$ cat src/rtl/cla_result_display_pkg.sv
// Shared constants for the CLA result display: digit layout and the
// active-low seven-segment hex table ({g,f,e,d,c,b,a}).
package cla_result_display_pkg;

    localparam logic [6:0] SEG_OFF    = 7'h7F;
    localparam int         NUM_DIGITS = 8;
    localparam int         SUM_DIGITS = 4;
    localparam int         COUT_DIGIT = 4;

    // Entry 15 first so HEX_SEG[n] yields the pattern for nibble n.
    localparam logic [15:0][6:0] HEX_SEG = {
        7'h0E, 7'h06, 7'h21, 7'h46, 7'h03, 7'h08, 7'h10, 7'h00,
        7'h78, 7'h02, 7'h12, 7'h19, 7'h30, 7'h24, 7'h79, 7'h40
    };

endpackage

$ cat src/rtl/cla_result_display_hex_to_seg7.sv
// Combinational nibble to active-low seven-segment decoder.
module hex_to_seg7
    import cla_result_display_pkg::*;
(
    input  logic [3:0] nibble,
    output logic [6:0] seg
);

    assign seg = HEX_SEG[nibble];

endmodule

$ cat src/rtl/cla_result_display.sv
// Captures the CLA Sum/Cout on each slow result_clk rising edge and scans
// it onto the 8-digit multiplexed seven-segment display.
module cla_result_display
    import cla_result_display_pkg::*;
#(
    parameter int REFRESH_DIV = 100000,
    parameter bit LZ_BLANK    = 1'b1
) (
    input  logic        Clk,
    input  logic        Rs,
    input  logic        result_clk,
    input  logic [15:0] sum,
    input  logic        cout,
    input  logic        blank,
    output logic [7:0]  an,
    output logic [6:0]  seg,
    output logic        dp,
    output logic        disp_valid
);

    localparam int CNT_W = (REFRESH_DIV > 1) ? $clog2(REFRESH_DIV) : 1;
    localparam logic [CNT_W-1:0] CNT_LAST = CNT_W'(REFRESH_DIV - 1);

    logic             s1, s2, s3;
    logic             tick;
    logic [15:0]      sum_hold;
    logic             cout_hold;
    logic [CNT_W-1:0] cnt;
    logic [2:0]       idx;

    // result_clk is asynchronous data: two-flop sync plus an edge detector.
    always_ff @(posedge Clk or negedge Rs) begin
        if (!Rs) begin
            s1 <= 1'b0;
            s2 <= 1'b0;
            s3 <= 1'b0;
        end else begin
            s1 <= result_clk;
            s2 <= s1;
            s3 <= s2;
        end
    end

    assign tick = s2 & ~s3;

    always_ff @(posedge Clk or negedge Rs) begin
        if (!Rs) begin
            sum_hold   <= 16'h0000;
            cout_hold  <= 1'b0;
            disp_valid <= 1'b0;
        end else if (tick) begin
            sum_hold   <= sum;
            cout_hold  <= cout;
            disp_valid <= 1'b1;
        end
    end

    always_ff @(posedge Clk or negedge Rs) begin
        if (!Rs) begin
            cnt <= '0;
            idx <= 3'd0;
        end else if (cnt == CNT_LAST) begin
            cnt <= '0;
            idx <= idx + 3'd1;
        end else begin
            cnt <= cnt + CNT_W'(1);
        end
    end

    // lz_keep[k]: some nibble at or above k is non-zero, so digit k is significant.
    logic [3:0] lz_keep;
    assign lz_keep = {|sum_hold[15:12], |sum_hold[15:8], |sum_hold[15:4], 1'b1};

    logic [3:0] nib;
    logic       digit_on;
    logic       dp_d;
    logic [6:0] dec_seg;

    always_comb begin
        nib      = 4'h0;
        digit_on = 1'b0;
        dp_d     = 1'b1;
        if (idx < 3'(SUM_DIGITS)) begin
            nib      = sum_hold[{idx[1:0], 2'b00} +: 4];
            digit_on = !LZ_BLANK || lz_keep[idx[1:0]];
        end else if (idx == 3'(COUT_DIGIT)) begin
            nib      = {3'b000, cout_hold};
            digit_on = 1'b1;
            dp_d     = 1'b0;
        end
    end

    hex_to_seg7 u_dec (
        .nibble (nib),
        .seg    (dec_seg)
    );

    always_ff @(posedge Clk or negedge Rs) begin
        if (!Rs) begin
            an  <= 8'hFF;
            seg <= SEG_OFF;
            dp  <= 1'b1;
        end else if (!disp_valid || blank || !digit_on) begin
            an  <= 8'hFF;
            seg <= SEG_OFF;
            dp  <= 1'b1;
        end else begin
            an  <= ~(8'b1 << idx);
            seg <= dec_seg;
            dp  <= dp_d;
        end
    end

endmodule

$ cat config.mk
export PLATFORM = sky130hd
export DESIGN_NAME = cla_result_display
export DESIGN_NICKNAME = d
export VERILOG_FILES = /design/src/rtl/cla_result_display_pkg.sv /design/src/rtl/cla_result_display_hex_to_seg7.sv /design/src/rtl/cla_result_display.sv
export SDC_FILE = /design/constraint.sdc
export NUM_CORES = 1
export LEC_CHECK = 0
export CORE_MARGIN = 10
export CORE_UTILIZATION = 54
export DETAILED_ROUTE_END_ITERATION = 12
export PLACE_DENSITY = 0.79
export SKIP_LAST_GASP = 1
export SYNTH_ARGS = -nofsm -noshare
export SYNTH_HDL_FRONTEND = slang
export SYNTH_SLANG_ARGS = --single-unit
$ cat constraint.sdc
create_clock -name Clk -period 2.62 [get_ports Clk]
set_clock_uncertainty 0.05 [all_clocks]
set_input_delay 0.786 -clock Clk [delete_from_list [all_inputs] [get_ports Clk]]
set_output_delay 0.786 -clock Clk [all_outputs]
set_load 0.02 [all_outputs]
==> results.tsv <==
metric	value	unit
yosys-top-cells-area	dfrtp_1 (38%), dfstp_2 (15%), mux2_2 (8.3%), ha_1 (6.0%), xnor2_1 (3.9%)	
clkPwrFrac	26.8	%
grt_usage	12.24	%
cts_resized	0	
rsz0062_at_grt	no	
clkTransAtPathRegs	0.10	ns
worst-endpoint-required	1.78	ns
crit_family	buffers and inverters	
clock-sinks	56	
drive_gt1_share	21.97	%
leakage	1.354	nW
holdCritPathClass	reg -> reg	
syn-cell-area	2709	sq um
setup.worst_path.class	reg -> out	
pwr-share-seq	55.6	%
max-slew-margin-rel	65.13	%
grt_busiest_layer	met2	
dieArea	8249	sq um
die_w	90.83	microns
final_cell_area	3231	sq um
slowest_stage	clkdlybuf4s50_1	
timing.final.crit_share	87.46	%
synth_top_family_by_area	simple AND/OR/NAND/NOR gates	
start_util	56.60	%
place_congestion	0.8035	
status	finished clean	
yosys_warnings	0	
place_inst	323	
routed_via_density	5.396	
cap_viol_max_count	0	
use_met3	4.655	%
core_area	4786	sq um
dr.pass1.iters	4	
ctsRootBufferMaster	clkbuf_8	
cts_buffer_depth	2	
grt_max_degree	34	
crit_path_max_incr_delay	0.60	ns
antenna_found_initial	0	
netSwitchingFraction	26.38	%
final_nets	297	
dp_slack	0.3853	ns
layout.cells.non_filler	331	
synthFlopType	dfrtp_1	
fin_crit	2.292	ns
post_cts_buffers	0	
gr-usage-met1	15.90	%
fmax	436.4	MHz
grt_pass1_vias	1751	
io_pins	38	
internal_power	1.290	mW
tightest_slew	0.5221	ns
p_switching	462.2	uW
drt_iter0_markers	70	
area_growth	19.26	%
setup_viol	0	
synth_cells	223	
irDropWorstVdd	0.0004625	V
seq_area	1420	sq um
clk_latency	0.31	ns
end_kind	output port	
dp_hpwl	3700	microns
synth_edf_count	0	
syn_nets	257	
post_dp_cell_area	3141	sq um
crit_arrival	1.46	ns
gr-total-overflow	0	
multi_input_area	1187	sq um
synth_adder_area_share	6.005	%
synth_compound_area_share	6.328	%
ant_nets	0	
postCtsHoldBufs	0	
post-synth-top-area-cell	dfrtp_1	
muxShareOfSynthArea	13.12	%
slew_viol_final	0	
crit_chain	clkdlybuf4s50_1	
ys_seq_area_share	52.42	%
tns	0	ns
crit_fanout	2	
synth_cell_type_count	50	
vias	1786	
synthArstFlopShare	100.0	%
rrSetupSlack	0.35	ns
rows	25	
die_y	90.83	microns
drc	0	
synthXorXnorAreaFrac	4.850	%
wl	4787	microns
cp_num_buf_inv	1	
io_buffers	37	
cts_tree	yes	
fillers	372	
setup_ws	0.3284	ns
cts_made_buffers	5	
ys_ff_latch	56	
wl_per_cell	14.46	microns
synth.avg_cell_area	12.15	sq um
start_kind	flip-flop	
hold_viol_final	0	
p_per_area	542.4	nW/um^2
p_comb_share	17.6	%
grt_util_met2	18.33	%
synth_top_area_share	37.88	%
synth_simple_gate_area_share	13.53	%
grt_pass1_wl	8445	microns
cts_max_level	2	
p_total	1.752	mW
antenna_cells	0	
Yosys cell counts, types with 3 or more instances:
cell / n
xnor2_1: 12
dfrtp_1: 41
nand3_1: 9
xor2_1: 3
buf_6: 3
mux2_2: 20
nand2_1: 22
nor3_1: 6
buf_2: 3
inv_1: 11
nor2_1: 14
dfstp_2: 15
mux2i_1: 4
nand4_1: 3
ha_1: 13
per-layer routing:
layer,share of wire [%],vias up
met5,0,-
met4,1.1,0
met3,6.2,5
met2,45,42
met1,47,888
li1,-,851
metrics by stage:
stage	util (%)	hold WS, ns
after floorplan	-	0.2812
after global placement	65.62	0.2843
after detailed placement	65.62	0.2944
after CTS	67.50	0.3171
after global routing	67.50	0.3400
final	67.50	0.3147
power by group through the flow:
stage,combinational [mW],clock (mW),sequential [mW]
after floorplan,0.176,0,1.00
after global placement,0.302,0,0.988
after detailed placement,0.310,0,0.991
after CTS,0.312,0.485,0.975
after global routing,0.339,0.517,0.983
final,0.309,0.469,0.974
cells in the final DEF, fill, tap and decap left out, drive strengths merged, types with 4 or more instances in the layout:
cell type and n:
buf 5, clkbuf 5, clkdlybuf4s50 36, dfrtp 41
dfstp 15, ha 13, inv 12, mux2 21
mux2i 4, nand2 22, nand3 9, nor2 14
nor3 7, xnor2 12
final cells by class:
type / instances / share of cell area (%)
clock buffers: 5 / 2.130
clock inverters: 3 / 0.6584
inverters: 11 / 1.278
multi-input cells: 148 / 36.75
flip-flops and latches: 56 / 43.96
well taps: 67 / 2.595
repair buffers: 41 / 12.63
logic make-up after synthesis:
logic type | after synthesis
buffers and inverters | 19
and+or+nand+nor | 73
xor gates and xnor gates | 15
muxes | 28
DFF | 56
AOI/OAI and AO/OA | 19
adders and majority gates | 13
path summary, 6_finish.rpt:
path,start,end,cells after the start
min,s1,s2,0
min in group asynchronous,Rs,sum_hold[15],1
max,an[4],an[4],1
max in group asynchronous,Rs,cnt[6],2
min reg2reg,s1,s2,0
max reg2reg,idx[1],seg[3],8
state kept, by name, indices dropped and copies added (netlist names):
name / cells
cout_hold: 1
disp_valid: 1
s3: 1
idx: 3
sum_hold: 16
seg: 7
cnt: 17
s2: 1
s1: 1
an: 8
(Power assumes the default switching activity.)
